File: src/rtl/debug_snapshot_tx.sv
// Debug readback engine: steps the system LED mux through sources 1..6, captures PC and
// LED words, then streams them as an 8N1 UART frame (A5, W0..W6 MSB first, XOR checksum).
module debug_snapshot_tx #(
    parameter int CLKS_PER_BIT = 434,
    parameter int SETTLE       = 2
) (
    input  logic        SYS_clk,
    input  logic        SYS_reset,
    input  logic        snap_req,
    input  logic [31:0] out_PC,
    input  logic [31:0] SYS_leds,
    output logic [3:0]  out_sel,
    output logic        tx,
    output logic        busy,
    output logic        done
);
    // state      | meaning
    // IDLE       | waiting for snap_req
    // CAPTURE    | holding out_sel = 1..6 for SETTLE cycles each, latching SYS_leds
    // SEND_START | start bit of the current byte
    // SEND_DATA  | eight data bits, LSB first
    // SEND_STOP  | stop bit, then next byte or DONE
    // DONE       | one-cycle done pulse, busy already low
    typedef enum logic [2:0] {
        IDLE,
        CAPTURE,
        SEND_START,
        SEND_DATA,
        SEND_STOP,
        DONE
    } state_t;

    localparam logic [15:0] BIT_LAST    = 16'(CLKS_PER_BIT - 1);
    localparam logic [15:0] SETTLE_LAST = 16'(SETTLE - 1);
    localparam logic [4:0]  LAST_BYTE   = 5'd29;

    state_t      state, state_nxt;
    logic [31:0] words [0:6];
    logic [15:0] tmr, tmr_nxt;
    logic [2:0]  sel_k, sel_k_nxt;
    logic [2:0]  bit_idx, bit_idx_nxt;
    logic [4:0]  byte_idx, byte_idx_nxt;
    logic [7:0]  shreg, shreg_nxt;
    logic [7:0]  csum, csum_nxt;
    logic [3:0]  out_sel_nxt;
    logic        tx_nxt, busy_nxt, done_nxt;
    logic        pc_we, leds_we, load_en;
    logic [4:0]  load_idx, pay_idx;
    logic [7:0]  load_byte;
    logic [255:0] padded;

    // Byte about to be loaded: header, payload byte (load_idx-1), or the accumulated checksum.
    always_comb begin
        load_idx = (state == SEND_STOP) ? byte_idx + 5'd1 : 5'd0;
        pay_idx  = load_idx - 5'd1;
        padded   = {words[0], words[1], words[2], words[3], words[4], words[5], words[6], 32'h0};
        case (load_idx)
            5'd0:      load_byte = 8'hA5;
            LAST_BYTE: load_byte = csum;
            default:   load_byte = padded[{5'd31 - pay_idx, 3'b000} +: 8];
        endcase
    end

    always_comb begin
        state_nxt    = state;
        tmr_nxt      = tmr;
        sel_k_nxt    = sel_k;
        bit_idx_nxt  = bit_idx;
        byte_idx_nxt = byte_idx;
        shreg_nxt    = shreg;
        csum_nxt     = csum;
        out_sel_nxt  = out_sel;
        tx_nxt       = tx;
        busy_nxt     = busy;
        done_nxt     = 1'b0;
        pc_we        = 1'b0;
        leds_we      = 1'b0;
        load_en      = 1'b0;
        case (state)
            IDLE: begin
                if (snap_req) begin
                    pc_we       = 1'b1;
                    out_sel_nxt = 4'd1;
                    busy_nxt    = 1'b1;
                    sel_k_nxt   = 3'd1;
                    tmr_nxt     = SETTLE_LAST;
                    csum_nxt    = 8'h00;
                    state_nxt   = CAPTURE;
                end
            end
            CAPTURE: begin
                if (tmr == 16'd0) begin
                    leds_we = 1'b1;
                    if (sel_k == 3'd6) begin
                        out_sel_nxt  = 4'd0;
                        byte_idx_nxt = 5'd0;
                        load_en      = 1'b1;
                        tx_nxt       = 1'b0;
                        tmr_nxt      = BIT_LAST;
                        state_nxt    = SEND_START;
                    end else begin
                        sel_k_nxt   = sel_k + 3'd1;
                        out_sel_nxt = {1'b0, sel_k + 3'd1};
                        tmr_nxt     = SETTLE_LAST;
                    end
                end else begin
                    tmr_nxt = tmr - 16'd1;
                end
            end
            SEND_START: begin
                if (tmr == 16'd0) begin
                    tx_nxt      = shreg[0];
                    bit_idx_nxt = 3'd0;
                    tmr_nxt     = BIT_LAST;
                    state_nxt   = SEND_DATA;
                end else begin
                    tmr_nxt = tmr - 16'd1;
                end
            end
            SEND_DATA: begin
                if (tmr == 16'd0) begin
                    tmr_nxt = BIT_LAST;
                    if (bit_idx == 3'd7) begin
                        tx_nxt    = 1'b1;
                        state_nxt = SEND_STOP;
                    end else begin
                        bit_idx_nxt = bit_idx + 3'd1;
                        shreg_nxt   = shreg >> 1;
                        tx_nxt      = shreg[1];
                    end
                end else begin
                    tmr_nxt = tmr - 16'd1;
                end
            end
            SEND_STOP: begin
                if (tmr == 16'd0) begin
                    if (byte_idx == LAST_BYTE) begin
                        tx_nxt    = 1'b1;
                        busy_nxt  = 1'b0;
                        done_nxt  = 1'b1;
                        state_nxt = DONE;
                    end else begin
                        byte_idx_nxt = byte_idx + 5'd1;
                        load_en      = 1'b1;
                        tx_nxt       = 1'b0;
                        tmr_nxt      = BIT_LAST;
                        state_nxt    = SEND_START;
                    end
                end else begin
                    tmr_nxt = tmr - 16'd1;
                end
            end
            DONE:    state_nxt = IDLE;
            default: state_nxt = IDLE;
        endcase
        // Checksum covers payload bytes only, folded in as each one is loaded.
        if (load_en) begin
            shreg_nxt = load_byte;
            if (load_idx != 5'd0 && load_idx != LAST_BYTE) begin
                csum_nxt = csum ^ load_byte;
            end
        end
    end

    always_ff @(posedge SYS_clk or negedge SYS_reset) begin
        if (!SYS_reset) begin
            state    <= IDLE;
            tmr      <= 16'd0;
            sel_k    <= 3'd0;
            bit_idx  <= 3'd0;
            byte_idx <= 5'd0;
            shreg    <= 8'h00;
            csum     <= 8'h00;
            out_sel  <= 4'd0;
            tx       <= 1'b1;
            busy     <= 1'b0;
            done     <= 1'b0;
        end else begin
            state    <= state_nxt;
            tmr      <= tmr_nxt;
            sel_k    <= sel_k_nxt;
            bit_idx  <= bit_idx_nxt;
            byte_idx <= byte_idx_nxt;
            shreg    <= shreg_nxt;
            csum     <= csum_nxt;
            out_sel  <= out_sel_nxt;
            tx       <= tx_nxt;
            busy     <= busy_nxt;
            done     <= done_nxt;
        end
    end

    always_ff @(posedge SYS_clk or negedge SYS_reset) begin
        if (!SYS_reset) begin
            for (int i = 0; i < 7; i++) begin
                words[i] <= 32'h0;
            end
        end else begin
            if (pc_we) begin
                words[0] <= out_PC;
            end
            for (int i = 1; i < 7; i++) begin
                if (leds_we && sel_k == 3'(i)) begin
                    words[i] <= SYS_leds;
                end
            end
        end
    end

endmodule
File: config.mk
export PLATFORM = sky130hd
export DESIGN_NAME = debug_snapshot_tx
export DESIGN_NICKNAME = d
export VERILOG_FILES = /design/src/rtl/debug_snapshot_tx.sv
export SDC_FILE = /design/constraint.sdc
export NUM_CORES = 1
export LEC_CHECK = 0
export BUFFER_PORTS_ARGS = -buffer_cell sky130_fd_sc_hd__buf_2
export CORE_MARGIN = 10
export CORE_UTILIZATION = 56
export DETAILED_ROUTE_END_ITERATION = 6
export GPL_ROUTABILITY_DRIVEN = 0
export PLACE_DENSITY_LB_ADDON = 0.12
export SETUP_SLACK_MARGIN = 0.02
export SYNTH_ARGS = -nofsm -noshare
export SYNTH_HDL_FRONTEND = slang
export SYNTH_SLANG_ARGS = --single-unit
File: constraint.sdc
create_clock -name SYS_clk -period 3.9 [get_ports SYS_clk]
set_input_delay 0.39 -clock SYS_clk [delete_from_list [all_inputs] [get_ports SYS_clk]]
set_output_delay 0.39 -clock SYS_clk [all_outputs]
set_load 0.01 [all_outputs]
# [Word-level counts from Yosys, hierarchy flattened]
# Index checks and enable logic that the tools add are counted.
[totals] regBits=277 latchBits=0 mem_bits_rw=0 romBits=0 in_bits=67 output_inout_bits=7 wordCells=147 n_memories=0
[classes] addsub=6 mul=0 div_mod_pow=0 magnitude_cmp=0 eq_ne=27 shifts=1 muxes=65 bitwise_logic=1 reduce_logical=29
[ops] operator="$shiftx A256 B9 Y8" n=1
[ops] operator="$mux W16" n=5
[ops] operator="$mux W8" n=8
[ops] operator="$pmux W16 S4" n=1
[ops] operator="$mux W3" n=14
[ops] operator="$mux W5" n=5
[ops] operator="$mux W1" n=20
[ops] operator="$ne A2 B2 Y1 const B" n=10
[ops] operator="$logic_not A16 Y1" n=1
[ops] operator="$pmux W8 S2" n=1
[ops] operator="$sub A16 B1 Y16 const B" n=1
[ops] operator="$eq A3 B3 Y1 const B" n=5
[ops] operator="$pmux W3 S5" n=1
[ops] operator="$eq A3 B2 Y1 const B" n=4
[ops] operator="$pmux W3 S2" n=2
[ops] operator="$reduce_and A4 Y1" n=3
[ops] operator="$reduce_bool A2 Y1" n=6
[ops] operator="$eq A5 B5 Y1 const B" n=2
[ops] operator="$pmux W5 S2" n=1
[ops] operator="$mux W9" n=1
[ops] operator="$reduce_and A3 Y1" n=3
[ops] operator="$mux W4" n=2
[ops] operator="$pmux W4 S2" n=1
[ops] operator="$reduce_bool A4 Y1" n=2
[ops] operator="other kinds (19)" n=29

# [Logic depth before layout (Yosys ltp)]
# Gate-level depths: netlist of run 1.
[logic_depth] depth_word=9 ltp_mapped=18 mapped_depth_nobuf=14

# [Worst setup path before layout of run 1]
# Ideal clock, no wire load.
[synth_path] path_kind="register -> register" from="reg state[2]" to="reg csum[3]" setup_time_ps=124 t_arrival_ps=3515 t_required_ps=3776 slack_ps=261 path_stages_with_launch=17 n_path_buf=5 synth_period_minus_slack_ps=3639 cell_sequence="dfrtp_1 -> buf_2 -> nor3b_4 -> clkbuf_1 -> buf_2 -> nand2b_1 -> ha_1 -> clkbuf_1 -> inv_1 -> clkbuf_1 -> o211ai_2 -> o22a_1 -> o211a_1 -> mux2i_1 -> mux2i_1 -> o211a_1 -> a211o_1"
[synth_via] elab_chain_cells=9 elab_cells_between_ends=18 cone_classes="add/sub (2); eq/ne (4); shift (1); mux (6); bitwise (1); reduce/logical (4)"
[synth_lines] element="start: declaration" line_no="37" source="state_t state, state_nxt;"
[synth_lines] element="start signal: assignment" line_no="179" source="state <= state_nxt;"
[synth_lines] element="$eq A3 B3 Y1" line_no="54, 79"
[synth_lines] element="$mux W5" line_no="54" source="load_idx = (state == SEND_STOP) ? byte_idx + 5'd1 : 5'd0;"
[synth_lines] element="$sub A5 B1 Y5" line_no="55" source="pay_idx = load_idx - 5'd1;"
[synth_lines] element="$sub A5 B5 Y5" line_no="60" source="default: load_byte = padded[{5'd31 - pay_idx, 3'b000} +: 8];"
[synth_lines] element="$shiftx A256 B9 Y8" line_no="60"
[synth_lines] element="$pmux W8 S2" line_no="57" source="case (load_idx)"
[synth_lines] element="$xor A8 B8 Y8" line_no="160" source="csum_nxt = csum ^ load_byte;"
[synth_lines] element="$mux W8" line_no="159" source="if (load_idx != 5'd0 && load_idx != LAST_BYTE) begin"
[synth_lines] element="$mux W8 (*)" line_no="157" source="if (load_en) begin"
[synth_lines] element="via csum_nxt[3]" line_no="44" source="logic [7:0] csum, csum_nxt;"
[synth_lines] element="end signal: assignment" line_no="185" source="csum <= csum_nxt;"
[synth_lines] element="end: declaration" line_no="44"
# The timed path passes the listed nets; every way through them passes the cells marked *.
# A chain may end at the register's enable or synchronous reset.

# [Worst setup path after layout of run 1]
[layout_path] from="reg byte_idx[1]" to="reg csum[3]"
[layout_via] elab_chain_cells=9 elab_cells_between_ends=18 cone_classes="add/sub (3); eq/ne (3); shift (1); mux (7); bitwise (1); reduce/logical (3)"
[layout_lines] element="start: declaration" line_no="42" source="logic [4:0] byte_idx, byte_idx_nxt;"
[layout_lines] element="start signal: assignment" line_no="183" source="byte_idx <= byte_idx_nxt;"
[layout_lines] element="$add A5 B1 Y5" line_no="54"
[layout_lines] element="$mux W5" line_no="54"
[layout_lines] element="$sub A5 B1 Y5" line_no="55"
[layout_lines] element="$sub A5 B5 Y5" line_no="60"
[layout_lines] element="$shiftx A256 B9 Y8" line_no="60"
[layout_lines] element="$pmux W8 S2" line_no="57"
[layout_lines] element="$xor A8 B8 Y8" line_no="160"
[layout_lines] element="$mux W8" line_no="159"
[layout_lines] element="$mux W8 (*)" line_no="157"
[layout_lines] element="via csum_nxt[3]" line_no="44"
# Marked as above.

==> metrics.csv, run 1 <==
stage,metric,value,unit
status,result_of_the_run,finished clean,
logic_synthesis,avgSynthCellArea,11.4,um^2
sta,fmax,287,MHz
power,power_density,400,nW/um^2
placed_design,detailedPlace.worstSlack,0.470,ns
logic_synthesis,synthesis.yosys.warnings,0,
power,vdd.ir_drop.worst,0.374,mV
logic_synthesis,netlist_instances,1226,
sta,fin_crit_sh,89.4,%
detailed_routing,avgRoutedWirePerCell,21.3,um
grt,total_global_routing_overflow,0,
worst_setup_path,end_kind,flip-flop,
cells_and_area,layout-drive-gt1-share,32.1,%
detailed_routing,route.final.wire_length,35.0,mm
worst_setup_path,cp_slowest_stage_delay,0.45,ns
logic_synthesis,asr_flop_ratio_synth,100,%
logic_synthesis,synth_top_cell_by_area,sky130_fd_sc_hd__dfrtp_1,
placed_design,count_of_input_and_output_buffers,72,
worst_setup_path,regToRegEndpoint,csum[3]$_DFF_PN0_,
detailed_routing,drcViolationCount,0,
power,power_leakage,6.88,nW
logic_synthesis,synth-seq-area-share,49.3,%
job,max-cap-violations,0,
cells_and_area,finish.net_count,1376,
placed_design,hpwl,23.4,mm
worst_setup_path,critical_path_required,4.37,ns
detailed_routing,dr_total_vias,10200,
floorplanning,row_count,57,
sta,finalHoldViolations,0,
clocking,post_cts.resized_instances,0,
sta,actual_slew_at_the_worst_max_slew_pin,0.976,ns
clocking,clk_root_buffer_cell,sky130_fd_sc_hd__clkbuf_16,
logic_synthesis,synth_seq_cells,276,
floorplanning,initial_core_util,57.3,%
worst_setup_path,startpoint_type,flip-flop,
worst_setup_path,category_of_cells_accounting_for_the_largest_share_of_critical_path_delay,compound AO/OA/AOI/OAI gates,
worst_setup_path,reg2reg_slack,0.41,ns
detailed_routing,route.layer.met1.wl,15.6,mm
worst_hold_path,worst_hold_startpoint,out_PC[22],
worst_setup_path,timing.rr.start,byte_idx[1]$_DFFE_PN0P_,
worst_hold_path,worst_case_hold_path_end_point,padded[246]$_DFFE_PN0P_,
sta,finalMaxSlewViolations,0,
clocking,clk_pin_slew_worst_paths,0.06,ns
detailed_routing,detail_route.first_pass.iterations,5,
clocking,clk_latency,0.59,ns
sta,report.final.setup_viol,0,
logic_synthesis,syn-cell-area,14000,um^2
clocking,cts-buffers-inserted,30,
worst_setup_path,path_class,flip-flop to flip-flop,
grt,pin_count_of_the_biggest_net_entering_global_routing,122,
detailed_routing,wl_met3,2.41,mm
sta,setup_repair_after_global_routing_missed_its_margin,no,
sta,final.hold.worst_slack,0.0239,ns
logic_synthesis,synthTopCellsByArea,"sky130_fd_sc_hd__dfrtp_1, sky130_fd_sc_hd__mux2_2, sky130_fd_sc_hd__mux4_2",
worst_setup_path,cp.buffers_inverters,3,
sta,worst_clock_skew,0.0489,ns
cells_and_area,fill_count,1858,
cells_and_area,n_antenna_cell,0,
clocking,clock_tree_from_tritoncts,done,
worst_setup_path,timing.reg2reg.worst_path_depth,13,
detailed_routing,dr.first_iter.drc_count,682,
sta,fin_setup_tns,0,ns
worst_hold_path,timing.hold.worst.class,input pin to flip-flop,
worst_setup_path,critical_path.max_fanout,21,
logic_synthesis,synth_nets,1306,
worst_setup_path,arrival,3.96,ns
floorplanning,design.portCount,74,
clocking,clkSinkCount,276,
logic_synthesis,synth.top_cell.area_share,49.1,%
floorplanning,dieArea,31700,um^2
clocking,htree_depth,1,
grt,grt_pass1_vias,10400,
clocking,post_cts_buffers,0,
worst_setup_path,critical-path-slowest-cell,sky130_fd_sc_hd__dfrtp_1,
detailed_routing,antenna_left,0,
logic_synthesis,synth-main-ff-cell,sky130_fd_sc_hd__dfrtp_1,
logic_synthesis,post_synth_num_cell_types,73,
cells_and_area,post-route-util,65.3,%
sta,fin_crit,3.49,ns
floorplanning,die-width,178,um
cells_and_area,areaGrowthSynthToFinish,14.1,%
floorplanning,die_h,178,um
logic_synthesis,synth-edff-count,0,
grt,gr-usage-all-layers,22.2,%
grt,grt_antenna_before_repair,1,
sta,slew_headroom,34.9,%
detailed_routing,routed_via_density,6.18,
detailed_routing,highest-signal-layer,met4,
worst_hold_path,hold_depth,3,
clocking,cts-hold-fix-buffers,8,
clocking,clk_path_buf_depth,3,
detailed_routing,routed-wl-met2,16.2,mm
worst_setup_path,timing.critical_path.cells,"inv_1, ha_1, nand2b_1, ha_1, inv_1, buf_4, nand4_1, o211ai_1, nor3b_1, mux2i_1, mux2i_1, o211a_1, a211o_1",
sta,setup_slack,0.413,ns
floorplanning,coreArea,24500,um^2
grt,grt_first_pass_wirelength,56.4,mm
-- power by group --
group	leakage [nW]	switching [mW]	internal, mW
Combinational	3.07	0.162	0.164
Clock	0.531	1.17	1.83
Sequential	3.27	0.0734	2.98
Total	6.88	1.40	4.98
-- cells in the final DEF, fill, tap and decap left out, types with 5 or more instances in the layout --
master	count
sky130_fd_sc_hd__a211oi_1	15
sky130_fd_sc_hd__nor2b_1	8
sky130_fd_sc_hd__nand4_1	10
sky130_fd_sc_hd__nand2_1	158
sky130_fd_sc_hd__ha_1	12
sky130_fd_sc_hd__clkbuf_8	8
sky130_fd_sc_hd__nor4_1	7
sky130_fd_sc_hd__clkinv_2	8
sky130_fd_sc_hd__mux2i_1	29
sky130_fd_sc_hd__nand2b_1	11
sky130_fd_sc_hd__a21oi_1	30
sky130_fd_sc_hd__mux2_2	194
sky130_fd_sc_hd__o211ai_1	11
sky130_fd_sc_hd__o31ai_1	13
sky130_fd_sc_hd__o211a_1	5
sky130_fd_sc_hd__nor3_1	40
sky130_fd_sc_hd__mux4_2	38
sky130_fd_sc_hd__dlygate4sd3_1	8
sky130_fd_sc_hd__nand3_1	24
sky130_fd_sc_hd__dfrtp_1	275
sky130_fd_sc_hd__a31oi_1	15
sky130_fd_sc_hd__buf_4	40
sky130_fd_sc_hd__and2_1	7
sky130_fd_sc_hd__or3_1	9
sky130_fd_sc_hd__nor2_1	49
sky130_fd_sc_hd__inv_1	14
sky130_fd_sc_hd__and3_1	6
sky130_fd_sc_hd__clkbuf_16	30
sky130_fd_sc_hd__o21bai_1	5
sky130_fd_sc_hd__buf_2	71
sky130_fd_sc_hd__o22ai_1	7
sky130_fd_sc_hd__o21ai_0	60
-- per-layer routing --
metal	up-vias	global-route usage [%]
met5	-	0
met4	0	5.63
met3	65	4.00
met2	366	35.4
met1	5101	30.7
li1	4631	-
-- final cells by class --
| cell class | instances | area, um^2 | share of cell area, % |
|---|---|---|---|
| clock buffers | 42 | 876 | 5.48 |
| repair buffers | 124 | 831 | 5.20 |
| flip-flops and latches | 276 | 6910 | 43.2 |
| clock inverters | 14 | 198 | 1.24 |
| well taps | 324 | 405 | 2.54 |
| multi-input cells | 848 | 6700 | 41.9 |
| inverters | 16 | 60.1 | 0.376 |
-- how the worst max path moves through the flow --
stage | from | endpoint | slack [ns] | cells after the start
3_5_place_dp | byte_idx[1]$_DFFE_PN0P_ | csum[1]$_DFF_PN0_ | 0.47 | 13
3_3_place_gp | byte_idx[0]$_DFFE_PN0P_ | csum[1]$_DFF_PN0_ | 0.47 | 10
4_1_cts | byte_idx[1]$_DFFE_PN0P_ | csum[1]$_DFF_PN0_ | 0.47 | 13
6_report | byte_idx[1]$_DFFE_PN0P_ | csum[3]$_DFF_PN0_ | 0.41 | 13
2_1_floorplan | state[2]$_DFFE_PN0P_ | csum[3]$_DFF_PN0_ | 0.26 | 16
5_1_grt | byte_idx[1]$_DFFE_PN0P_ | csum[3]$_DFF_PN0_ | 0.18 | 13
-- flip-flops by register name, summed over array words and instances (netlist names) --
name	flops
state	3
sel_k	3
shreg	8
out_sel	3
byte_idx	5
tx	1
padded	224
tmr	16
bit_idx	3
busy	1
done	1
csum	8
-- cell usage after synthesis (7+ instances only) --
library cell               instances
sky130_fd_sc_hd__dfrtp_1         275
sky130_fd_sc_hd__mux2_2          194
sky130_fd_sc_hd__nand2_1         158
sky130_fd_sc_hd__o21ai_0          61
sky130_fd_sc_hd__nor2_1           49
sky130_fd_sc_hd__clkbuf_1         44
sky130_fd_sc_hd__nor3_1           40
sky130_fd_sc_hd__mux4_2           38
sky130_fd_sc_hd__a21oi_1          30
sky130_fd_sc_hd__mux2i_1          29
sky130_fd_sc_hd__nand3_1          28
sky130_fd_sc_hd__buf_2            18
sky130_fd_sc_hd__buf_1            16
sky130_fd_sc_hd__a211oi_1         15
sky130_fd_sc_hd__a31oi_1          15
sky130_fd_sc_hd__inv_1            14
sky130_fd_sc_hd__ha_1             13
sky130_fd_sc_hd__o31ai_1          13
sky130_fd_sc_hd__nand2b_1         11
sky130_fd_sc_hd__o211ai_1         11
sky130_fd_sc_hd__nand4_1          10
sky130_fd_sc_hd__or3_1             9
sky130_fd_sc_hd__nor2b_1           8
sky130_fd_sc_hd__nor4_1            8
sky130_fd_sc_hd__and2_1            7
sky130_fd_sc_hd__o22ai_1           7
-- per-stage QoR --
step / power [mW] / std cells / instance area (um^2)
floorplan: 3.24 / 1226 / 14000
global placement: 3.42 / 1580 / 14800
detailed placement: 3.43 / 1580 / 14800
CTS: 6.44 / 1644 / 16000
global route: 6.60 / 1644 / 16000
finish: 6.38 / 1644 / 16000
-- tightest hold or removal path, delay by kind of cell --
kind | cells | cell delay [ns]
buffers and inverters | 1 | 0.08
and+or+nand+nor | 2 | 0.10
-- cells by family after synthesis --
| group | after synthesis | share of synthesized area [%] |
|---|---|---|
| xor gates and xnor gates | 5 | 0.366 |
| DFF | 276 | 49.3 |
| buffers and inverters | 102 | 3.16 |
| adders and majority gates | 13 | 1.16 |
| other | 1 | 0.0268 |
| and+or+nand+nor | 352 | 11.8 |
| AOI/OAI and AO/OA | 216 | 10.4 |
| muxes | 261 | 23.8 |
Power figures use the tool's default switching activity.
==> run 2: changes to the inputs <==
--- a/config.mk
+++ b/config.mk
@@ -7,7 +7,8 @@
 export LEC_CHECK = 0
 export BUFFER_PORTS_ARGS = -buffer_cell sky130_fd_sc_hd__buf_2
 export CORE_MARGIN = 10
-export CORE_UTILIZATION = 56
+export CORE_UTILIZATION = 58
+export CTS_BUF_LIST = sky130_fd_sc_hd__clkbuf_4 sky130_fd_sc_hd__clkbuf_8
 export DETAILED_ROUTE_END_ITERATION = 6
 export GPL_ROUTABILITY_DRIVEN = 0
 export PLACE_DENSITY_LB_ADDON = 0.12
@@ -15,3 +16,4 @@
 export SYNTH_ARGS = -nofsm -noshare
 export SYNTH_HDL_FRONTEND = slang
 export SYNTH_SLANG_ARGS = --single-unit
+export TNS_END_PERCENT = 100
==> run 2 against run 1 <==
Routed wire length shrank 0.16%. Worst setup slack worse by 0.14 ns. Clock-buffer cell count rose by 33. Register-to-register slack worse by 0.14 ns. Sequential share of layout area increased by 0.29 points. First-iteration DRC count up 18%. Critical endpoint is now shreg[5]$_DFFE_PN0P_. Utilization increased by 1.9 points. Global-route usage grew 0.47 points. Sequential power is essentially flat. Flip-flop and latch count unchanged. Clock power fell by 11%. Largest cell class unchanged. Cell area shrank 0.67%.
==> metrics.csv, run 2 (same netlist as run 1, synthesis figures left out) <==
stage,metric,value,unit,change
status,result_of_the_run,finished clean,,unchanged
detailed_routing,avgRoutedWirePerCell,21.0,um,was 21.3 um
grt,pin_count_of_the_biggest_net_entering_global_routing,110,,was 122
sta,slew_headroom,24.6,%,was 34.9%
placed_design,detailedPlace.worstSlack,0.305,ns,was 0.470 ns
sta,fmax,276,MHz,was 287 MHz
worst_setup_path,cp_slowest_stage_delay,0.54,ns,was 0.45 ns
worst_setup_path,critical_path_required,4.35,ns,was 4.37 ns
grt,grt_pass1_vias,10300,,was 10.4k
worst_hold_path,worst_hold_startpoint,out_PC[5],,was out_PC[22]
detailed_routing,dr.first_iter.drc_count,806,,was 682
clocking,clk_pin_slew_worst_paths,0.06,ns,about the same
sta,setup_repair_after_global_routing_missed_its_margin,no,,unchanged
clocking,clk_root_buffer_cell,sky130_fd_sc_hd__clkbuf_8,,was sky130_fd_sc_hd__clkbuf_16
grt,grt_first_pass_wirelength,56.4,mm,about the same
floorplanning,die-width,175,um,was 178 um
worst_setup_path,timing.rr.start,state[0]$_DFFE_PN0P_,,was byte_idx[1]$_DFFE_PN0P_
worst_setup_path,arrival,4.07,ns,was 3.96 ns
cells_and_area,areaGrowthSynthToFinish,13.3,%,was 14.1%
cells_and_area,fill_count,1841,,was 1858
grt,grt_antenna_before_repair,0,,was 1
power,power_density,382,nW/um^2,was 400 nW/um^2
sta,setup_slack,0.277,ns,was 0.413 ns
cells_and_area,n_antenna_cell,0,,unchanged
detailed_routing,routed_via_density,6.16,,was 6.18
floorplanning,die_h,175,um,was 178 um
worst_setup_path,critical_path.startpoint,state[0]$_DFFE_PN0P_,,was byte_idx[1]$_DFFE_PN0P_
grt,total_global_routing_overflow,0,,unchanged
floorplanning,initial_core_util,59.3,%,was 57.3%
worst_setup_path,regToRegEndpoint,shreg[5]$_DFFE_PN0P_,,was csum[3]$_DFF_PN0_
cells_and_area,finish.net_count,1394,,was 1376
detailed_routing,detail_route.first_pass.iterations,5,,unchanged
clocking,clk_path_buf_depth,3,,unchanged
worst_setup_path,path_class,flip-flop to flip-flop,,unchanged
worst_setup_path,cp.buffers_inverters,2,,was 3
cells_and_area,layout-drive-gt1-share,33.7,%,was 32.1%
worst_setup_path,critical-path-slowest-cell,sky130_fd_sc_hd__dfrtp_1,,unchanged
clocking,clk_latency,0.56,ns,was 0.59 ns
sta,report.final.setup_viol,0,,unchanged
power,power_leakage,6.86,nW,was 6.88 nW
sta,final.hold.worst_slack,0.0173,ns,was 0.0239 ns
detailed_routing,route.final.wire_length,35.0,mm,about the same
worst_setup_path,timing.reg2reg.worst_path_depth,9,,was 13
clocking,clkSinkCount,276,,unchanged
worst_setup_path,critPathCapture,shreg[5]$_DFFE_PN0P_,,was csum[3]$_DFF_PN0_
sta,fin_setup_tns,0,ns,unchanged
worst_hold_path,timing.hold.worst.class,input pin to flip-flop,,unchanged
cells_and_area,largest_register_ffs,224,,unchanged
worst_setup_path,startpoint_type,flip-flop,,unchanged
detailed_routing,dr_total_vias,10300,,was 10.2k
worst_setup_path,category_of_cells_accounting_for_the_largest_share_of_critical_path_delay,buffers and inverters,,was compound AO/OA/AOI/OAI gates
clocking,post_cts_buffers,0,,unchanged
grt,gr-usage-all-layers,22.6,%,was 22.2%
worst_setup_path,reg2reg_slack,0.28,ns,was 0.41 ns
sta,fin_crit,3.62,ns,was 3.49 ns
clocking,htree_depth,2,,was 1
cells_and_area,mostFrequentLayoutCells,"sky130_fd_sc_hd__dfrtp_1, sky130_fd_sc_hd__mux2_2, sky130_fd_sc_hd__nand2_1",,unchanged
clocking,cts-buffers-inserted,47,,was 30
placed_design,count_of_input_and_output_buffers,72,,unchanged
detailed_routing,drcViolationCount,0,,unchanged
sta,finalHoldViolations,0,,unchanged
power,vdd.ir_drop.worst,0.418,mV,was 0.374 mV
worst_setup_path,end_kind,flip-flop,,unchanged
cells_and_area,post-route-util,67.2,%,was 65.3%
sta,actual_slew_at_the_worst_max_slew_pin,1.13,ns,was 0.976 ns
sta,worst_clock_skew,0.0143,ns,was 0.0489 ns
cells_and_area,layoutNonFillerInstCount,1664,,was 1644
clocking,clock_tree_from_tritoncts,done,,unchanged
placed_design,hpwl,23.1,mm,was 23.4 mm
floorplanning,dieArea,30800,um^2,was 31700 um^2
floorplanning,coreArea,23600,um^2,was 24500 um^2
worst_setup_path,timing.critical_path.cells,"nor4b_2, buf_4, ha_2, buf_4, mux4_2, mux2i_1, o221a_2, a211oi_1, o21bai_1",,"was inv_1, ha_1, nand2b_1, ha_1, inv_1, buf_4, nand4_1, o211ai_1, nor3b_1, mux2i_1, mux2i_1, o211a_1, a211o_1"
sta,fin_crit_sh,92.9,%,was 89.4%
job,max-cap-violations,0,,unchanged
worst_setup_path,critical_path.max_fanout,29,,was 21
clocking,post_cts.resized_instances,0,,unchanged
sta,finalMaxSlewViolations,0,,unchanged
placed_design,placed_cells_incl_taps,1576,,was 1580
cells_and_area,mostFrequentLayoutCell,sky130_fd_sc_hd__dfrtp_1,,unchanged
detailed_routing,antenna_left,0,,unchanged
worst_setup_path,crit_cells,9,,was 13
floorplanning,design.portCount,74,,unchanged
floorplanning,row_count,56,,was 57
worst_setup_path,critPathMostFrequentCell,sky130_fd_sc_hd__buf_4,,
==> run 2: area by class of cell <==
type	instances	area (um^2)	share of cell area (%)
well taps	319	399	2.52
flip-flops and latches	276	6910	43.5
clock inverters	5	32.5	0.205
multi-input cells	848	6700	42.2
inverters	16	60.1	0.378
clock buffers	75	945	5.95
repair buffers	125	826	5.20
==> run 2: stage by stage <==
step | total power [mW] | instance area (um^2)
5_1_grt | 6.28 | 15900
3_3_place_gp | 3.41 | 14800
6_report | 6.06 | 15900
3_5_place_dp | 3.43 | 14800
2_1_floorplan | 3.24 | 14000
4_1_cts | 6.11 | 15900
==> run 2: worst min-delay path by stage <==
stage,cells after the start,slack [ns],to
5_1_grt,3,0.02,padded[235]$_DFFE_PN0P_
2_1_floorplan,0,0.09,bit_idx[0]$_DFFE_PN0P_
4_1_cts,3,0.002,padded[247]$_DFFE_PN0P_
3_3_place_gp,2,0.46,padded[229]$_DFFE_PN0P_
3_5_place_dp,2,0.46,padded[254]$_DFFE_PN0P_
6_report,3,0.02,padded[229]$_DFFE_PN0P_
==> run 2: layer usage <==
layer / global-route usage (%) / share of wire [%] / vias up
met4: 5.93 / 1.7 / 0
met5: 0 / 0 / -
met3: 4.37 / 5.8 / 45
met2: 35.9 / 47 / 314
li1: - / - / 4680
met1: 31.3 / 45 / 5217
==> run 2: power breakdown <==
group          internal (mW)  switching [mW]  leakage (nW)
Sequential              2.99          0.0740          3.27
Clock                   1.53            1.15         0.524
Combinational          0.163           0.158          3.07
==> run 2: worst reg2reg max path, stage by stage, from the launching register on <==
cell                       delay (ns)
sky130_fd_sc_hd__dfrtp_1         0.54
sky130_fd_sc_hd__nor4b_2         0.39
sky130_fd_sc_hd__buf_4           0.52
sky130_fd_sc_hd__ha_2            0.52
sky130_fd_sc_hd__buf_4           0.38
sky130_fd_sc_hd__mux4_2          0.38
sky130_fd_sc_hd__mux2i_1         0.23
sky130_fd_sc_hd__o221a_2         0.28
sky130_fd_sc_hd__a211oi_1        0.08
sky130_fd_sc_hd__o21bai_1        0.18
==> run 2: repair_timing <==
item	in CTS	in global routing
endpoints found under the setup margin	0	0
hold endpoints to repair	112	0
hold buffers	8	0
